## config.mk

```make
export PLATFORM = sky130hd
export DESIGN_NAME = avalon_crossbar
export DESIGN_NICKNAME = d
export VERILOG_FILES = /design/src/rtl/avalon_xbar_pkg.sv /design/src/rtl/avalon_xbar_arbiter.sv /design/src/rtl/avalon_crossbar.sv
export SDC_FILE = /design/constraint.sdc
export NUM_CORES = 1
export LEC_CHECK = 0
export ABC_AREA = 1
export BUFFER_PORTS_ARGS = -buffer_cell sky130_fd_sc_hd__buf_2
export CAP_MARGIN = 20
export CORE_AREA = 5 5 355 357
export DETAILED_ROUTE_END_ITERATION = 8
export DIE_AREA = 0 0 360 362
export PLACE_DENSITY = 0.3
export RECOVER_POWER = 50
export SYNTH_ARGS = -nofsm -noshare
export SYNTH_HDL_FRONTEND = slang
export SYNTH_SLANG_ARGS = --single-unit
```

## constraint.sdc

```tcl
create_clock -name clk -period 2.5 [get_ports clk]
set_clock_uncertainty 0.2 [all_clocks]
set_input_delay 0.375 -clock clk [delete_from_list [all_inputs] [get_ports clk]]
set_output_delay 0.375 -clock clk [all_outputs]
set_load 0.01 [all_outputs]
```

## src/rtl/avalon_xbar_pkg.sv

```systemverilog
// Shared definitions for the Avalon-MM crossbar: arbitration modes, arbiter
// states, request/response bundles and the default SoC memory map.
package avalon_xbar_pkg;

   localparam int ARB_RR    = 0;
   localparam int ARB_FIXED = 1;

   typedef enum logic {
      ARB_IDLE = 1'b0,
      ARB_BUSY = 1'b1
   } arb_state_t;

   typedef struct packed {
      logic        read;
      logic        write;
      logic [31:0] address;
      logic [3:0]  byte_enable;
      logic [31:0] writedata;
   } avalon_req_t;

   typedef struct packed {
      logic [31:0] readdata;
      logic        waitrequest;
   } avalon_resp_t;

   // Default SoC map, slave 0 in the least significant word.
   localparam int          SOC_N_SLV = 6;
   localparam logic [31:0] RAM_BASE  = 32'h0000_0000, RAM_MASK  = 32'hF000_0000;
   localparam logic [31:0] DBG_BASE  = 32'h1000_0000, DBG_MASK  = 32'hFFFF_0000;
   localparam logic [31:0] CLIC_BASE = 32'h2000_0000, CLIC_MASK = 32'hFFFF_0000;
   localparam logic [31:0] PLIC_BASE = 32'h3000_0000, PLIC_MASK = 32'hFFFF_0000;
   localparam logic [31:0] UART_BASE = 32'h4000_0000, UART_MASK = 32'hFFFF_F000;
   localparam logic [31:0] GPIO_BASE = 32'h4000_1000, GPIO_MASK = 32'hFFFF_F000;

   localparam logic [SOC_N_SLV*32-1:0] SOC_SLV_BASE =
      {GPIO_BASE, UART_BASE, PLIC_BASE, CLIC_BASE, DBG_BASE, RAM_BASE};
   localparam logic [SOC_N_SLV*32-1:0] SOC_SLV_MASK =
      {GPIO_MASK, UART_MASK, PLIC_MASK, CLIC_MASK, DBG_MASK, RAM_MASK};

endpackage

```

## src/rtl/avalon_xbar_arbiter.sv

```systemverilog
// Per-slave arbiter: picks one requesting master, holds the slave locked to it
// while the slave stalls, and emits a one-hot grant.
module avalon_xbar_arbiter
   import avalon_xbar_pkg::*;
#(
   parameter int N_MST    = 3,
   parameter int ARB_MODE = ARB_RR
) (
   input  logic             clk,
   input  logic             rst,
   input  logic [N_MST-1:0] req,
   input  logic             waitrequest,
   output logic [N_MST-1:0] grant
);

   localparam int PW = (N_MST > 1) ? $clog2(N_MST) : 1;

   arb_state_t    state, state_next;
   logic [PW-1:0] ptr, ptr_next, owner, owner_next, winner, idx_b;
   logic          found;

   // Round-robin scans upward from ptr with wrap; fixed mode scans from 0.
   always_comb begin
      int idx;
      idx    = 0;
      idx_b  = '0;
      winner = '0;
      found  = 1'b0;
      for (int i = 0; i < N_MST; i++) begin
         idx = (ARB_MODE == ARB_FIXED) ? i : int'(ptr) + i;
         if (idx >= N_MST) idx = idx - N_MST;
         idx_b = PW'(idx);
         if (!found && req[idx_b]) begin
            found  = 1'b1;
            winner = idx_b;
         end
      end
   end

   always_comb begin
      state_next = state;
      ptr_next   = ptr;
      owner_next = owner;
      grant      = '0;
      case (state)
         ARB_IDLE: begin
            if (found) begin
               grant[winner] = 1'b1;
               if (waitrequest) begin
                  state_next = ARB_BUSY;
                  owner_next = winner;
               end else if (ARB_MODE == ARB_RR) begin
                  ptr_next = (int'(winner) == N_MST - 1) ? '0 : winner + PW'(1);
               end
            end
         end
         ARB_BUSY: begin
            // An owner that abandons its request releases the lock rather than hanging the slave.
            grant[owner] = req[owner];
            if (!req[owner]) begin
               state_next = ARB_IDLE;
            end else if (!waitrequest) begin
               state_next = ARB_IDLE;
               if (ARB_MODE == ARB_RR)
                  ptr_next = (int'(owner) == N_MST - 1) ? '0 : owner + PW'(1);
            end
         end
         default: state_next = ARB_IDLE;
      endcase
      if (rst) grant = '0;
   end

   always_ff @(posedge clk) begin
      if (rst) begin
         state <= ARB_IDLE;
         ptr   <= '0;
         owner <= '0;
      end else begin
         state <= state_next;
         ptr   <= ptr_next;
         owner <= owner_next;
      end
   end

endmodule

```

## src/rtl/avalon_crossbar.sv

```systemverilog
// N-master x M-slave Avalon-MM crossbar with address-window decode, per-slave
// arbitration and a one-cycle error response for unmapped accesses.
module avalon_crossbar
   import avalon_xbar_pkg::*;
#(
   parameter int                   N_MST    = 3,
   parameter int                   N_SLV    = 6,
   parameter int                   AW       = 32,
   parameter int                   DW       = 32,
   parameter logic [N_SLV*AW-1:0]  SLV_BASE = '0,
   parameter logic [N_SLV*AW-1:0]  SLV_MASK = '0,
   parameter int                   ARB_MODE = ARB_RR
) (
   input  logic                      clk,
   input  logic                      rst,
   input  logic [N_MST-1:0]          m_read,
   input  logic [N_MST-1:0]          m_write,
   input  logic [N_MST*AW-1:0]       m_address,
   input  logic [N_MST*DW/8-1:0]     m_byte_enable,
   input  logic [N_MST*DW-1:0]       m_writedata,
   output logic [N_MST*DW-1:0]       m_readdata,
   output logic [N_MST-1:0]          m_waitrequest,
   output logic [N_SLV-1:0]          s_read,
   output logic [N_SLV-1:0]          s_write,
   output logic [N_SLV*AW-1:0]       s_address,
   output logic [N_SLV*DW/8-1:0]     s_byte_enable,
   output logic [N_SLV*DW-1:0]       s_writedata,
   input  logic [N_SLV*DW-1:0]       s_readdata,
   input  logic [N_SLV-1:0]          s_waitrequest,
   output logic [N_MST-1:0]          decode_err
);

   localparam int BW = DW / 8;

   logic [N_MST-1:0] active, hit, err_pend;
   logic [N_MST-1:0] slv_req   [N_SLV];
   logic [N_MST-1:0] slv_grant [N_SLV];

   assign active = m_read | m_write;

   // First matching window claims the master, so overlapping maps favour low slaves.
   always_comb begin
      hit = '0;
      for (int s = 0; s < N_SLV; s++) slv_req[s] = '0;
      for (int m = 0; m < N_MST; m++) begin
         for (int s = 0; s < N_SLV; s++) begin
            if (!hit[m] && ((m_address[m*AW +: AW] & SLV_MASK[s*AW +: AW]) == SLV_BASE[s*AW +: AW])) begin
               hit[m]        = 1'b1;
               slv_req[s][m] = active[m];
            end
         end
      end
   end

   for (genvar s = 0; s < N_SLV; s++) begin : g_slv
      avalon_xbar_arbiter #(
         .N_MST    (N_MST),
         .ARB_MODE (ARB_MODE)
      ) u_arb (
         .clk         (clk),
         .rst         (rst),
         .req         (slv_req[s]),
         .waitrequest (s_waitrequest[s]),
         .grant       (slv_grant[s])
      );
   end

   always_comb begin
      s_read        = '0;
      s_write       = '0;
      s_address     = '0;
      s_byte_enable = '0;
      s_writedata   = '0;
      for (int s = 0; s < N_SLV; s++) begin
         for (int m = 0; m < N_MST; m++) begin
            if (slv_grant[s][m]) begin
               s_read[s]                  = m_read[m];
               s_write[s]                 = m_write[m];
               s_address[s*AW +: AW]      = m_address[m*AW +: AW];
               s_byte_enable[s*BW +: BW]  = m_byte_enable[m*BW +: BW];
               s_writedata[s*DW +: DW]    = m_writedata[m*DW +: DW];
            end
         end
      end
   end

   // A pending decode error completes the transfer with zero data, overriding the stall.
   always_comb begin
      m_readdata    = '0;
      m_waitrequest = '1;
      decode_err    = '0;
      for (int m = 0; m < N_MST; m++) begin
         for (int s = 0; s < N_SLV; s++) begin
            if (slv_grant[s][m]) begin
               m_waitrequest[m]       = s_waitrequest[s];
               m_readdata[m*DW +: DW] = s_readdata[s*DW +: DW];
            end
         end
         if (err_pend[m] && !rst) begin
            m_waitrequest[m] = 1'b0;
            decode_err[m]    = 1'b1;
         end
      end
   end

   always_ff @(posedge clk) begin
      if (rst) err_pend <= '0;
      else     err_pend <= ~err_pend & active & ~hit;
   end

endmodule
```

==> results.ini <==
[outcome]
status = complete, but fails checks
violations = negative setup slack

[final_layout]
layout.cells.non_filler = 3044
ff_latch_area_um2 = 105
drive_gt1_frac = 0.595
mostFrequentLayoutCells = conb_1 (353), buf_2 (314), buf_6 (113)
fill_cells = 14400
nets = 1818
final_area_mm2 = 0.0119
fin_util = 0.0972
syn_to_final_growth_pct = 123
multi_input_area_mm2 = 0.00500
final_common_cell = conb_1

[route]
wl_um = 41200
drt_first_pass_iters = 6
post_drt_wl_per_cell_um = 13.5
vias = 6711
via_per_inst = 2.20
final_antenna_net_count = 0
drc = 0
drt_iter0_drc = 100

[clock_network]
cts_buffers = 3
cts_htree_levels = 1
clk_root_buffer_cell = clkbuf_16
clk_pin_slew_ns = 0.04
cts_hold_buf = 0
cts.sinks = 5
cts_buffer_depth = 2
insertion_delay_ns = 0.23
cts_tree = built

[yosys]
synth_flop_cell = dfxtp_1
syn_inst = 902
synth_area_mm2 = 0.00535
synth-seq-cells = 5
synth_top_family_by_area = buffers and inverters
synth_top_area_cell = buf_4
synth_top_area_share = 0.506
ys_types = 27
synth_area_leaders = buf_4 (51%), nand3_1 (14%), nand2_1 (12%), nor2_1 (5.0%), inv_1 (3.0%)
synthAdderAreaFrac = 0.00702
ys_async_sr_fraction = 0
synth_edf_count = 0
avgSynthCellArea_um2 = 5.93
synth_compound_area_frac = 0.0133
muxShareOfSynthArea = 0
yosys.area_share.simple = 0.379
yosysSeqAreaShare = 0.0187
yosysWarnings = 0
synth_xor_area_frac = 0

[die]
die_height_um = 362
io_pins = 932
start_util = 0.0436
core_area_mm2 = 0.123
die_area_mm2 = 0.130
num_rows = 129
die_width_um = 360

[global_route]
antenna_found_initial = 7
grt_overflow = 0
grt_max_degree = 50
grt_pass1_wl_um = 49700
grt_pass1_vias = 6655
track_usage = 0.0541

[critical_path]
arrival_ns = 2.68
startpoint_type = flip-flop
regToRegEndpoint = g_slv[0].u_arb.owner[1]$_SDFFE_PP0P_
worst-r2r-cell-count = 22
critPathRequiredTime_ns = 1.92
critPathCaptureType = primary output
r2r_start = g_slv[0].u_arb.ptr[0]$_SDFFE_PP0P_
crit_type = reg2out
r2r_slack_ns = -0.64
cp_max_fo = 6
worstSetupStartpoint = g_slv[0].u_arb.ptr[0]$_SDFFE_PP0P_

[place]
hpwl_um = 32600
portBuffers = 413
post_dp_cell_area_mm2 = 0.00849
gp_congestion = 0.738
dp.cells = 2976

[timing]
setup_viol = 170
rsz0062_at_grt = true
tightest_slew_ns = 0.802
fmax_mhz = 307
whs_ns = 0.219
relSlewSlack = 0.466
fin_crit_sh = 1.30
slew_viol_final = 0
setup_ws_ns = -0.755
min_period_ns = 3.26
hold_viol_final = 0

[power]
p_total_w = 0.00548
power_density_mw_per_mm2 = 460
leakage_nw = 6.20
vdd_ir_drop_max_mv = 0.272

[hold_path]
min_to = g_slv[0].u_arb.state$_SDFF_PP0_
hp-class = in2reg
hold_start = s_waitrequest[0]
hold_depth = 3

[run]
cap_viol_max_count = 0

==> repair_timing <==
action	4_1_cts	5_1_grt
buffers inserted	38	12
gates resized for setup	379	220
gates cloned	11	7
endpoints found under the setup margin	169	170
pin swaps	42	51
==> metal layers <==
metal  global-route usage  share of wire  up-vias
met5                    0        0.00032        -
met1               0.0627           0.38     3035
met3               0.0131          0.080       57
li1                     -              -     3118
met4               0.0153          0.034        2
met2               0.0986           0.50      499
==> layout make-up <==
cell class                 count  area share
timing repair buffer         536       0.375
tap                         1637       0.172
clock buffer                   4     0.00661
antenna                        3    0.000630
inverter                      50      0.0178
multi-input combinational    809       0.419
sequential                     5     0.00882
==> cells in the mapped netlist (4+ instances only) <==
master	n
buf_4	360
buf_2	13
nand3_1	154
nor2_2	25
inv_1	43
clkbuf_1	8
buf_6	9
nand2_1	168
nor2_4	10
inv_2	4
nor2_1	71
o21ai_0	6
dfxtp_1	5
==> cell families (layout without fill, tap and decap cells) <==
family / count (synthesis) / count (layout)
buffers and inverters: 441 / 590
and+or+nand+nor: 439 / 440
AOI/OAI and AO/OA: 13 / 13
DFF: 5 / 5
adders and majority gates: 3 / 3
other: 1 / 356
==> critical path, stage by stage (launching register included) <==
cell and delay, ns:
dfxtp_2 0.33, inv_2 0.05, ha_4 0.30, inv_4 0.06, nand2_4 0.07, nand3_4 0.08, nand2_4 0.08, buf_6 0.11
nand3_4 0.07, nand2_4 0.08, inv_4 0.03, nand2_4 0.08, inv_2 0.04, nand2_2 0.08, nand3_4 0.12, inv_8 0.12
clkbuf_16 0.22, buf_8 0.15, nand2_1 0.10, nand3_4 0.11, buf_6 0.12
==> per-stage QoR <==
stage | TNS [ns] | setup slack, ns
after floorplan | 0 | 0.00308
after global placement | -91.05 | -0.821
after detailed placement | -86.74 | -0.793
after CTS | -86.62 | -0.720
after global routing | -117.31 | -0.851
final | -96.81 | -0.755
==> how the worst max path moves through the flow <==
stage,to,slack [ns]
after global placement,s_writedata[30],-0.82
after global routing,s_address[20],-0.85
after detailed placement,s_writedata[30],-0.79
after floorplan,s_address[0],0.003
final,s_address[20],-0.76
after CTS,s_writedata[30],-0.72
==> power breakdown <==
part	internal (W)	switching (W)
clock	0.000212	0.0000564
combinational	0.00234	0.00278
sequential	0.0000921	0.00000939
total	0.00264	0.00284
==> sequential cells by signal, summed over array words and instances (netlist names) <==
| register | cells |
|---|---|
| g_slv.u_arb.state | 1 |
| g_slv.u_arb.ptr | 2 |
| g_slv.u_arb.owner | 2 |
(Power assumes the default switching activity.)
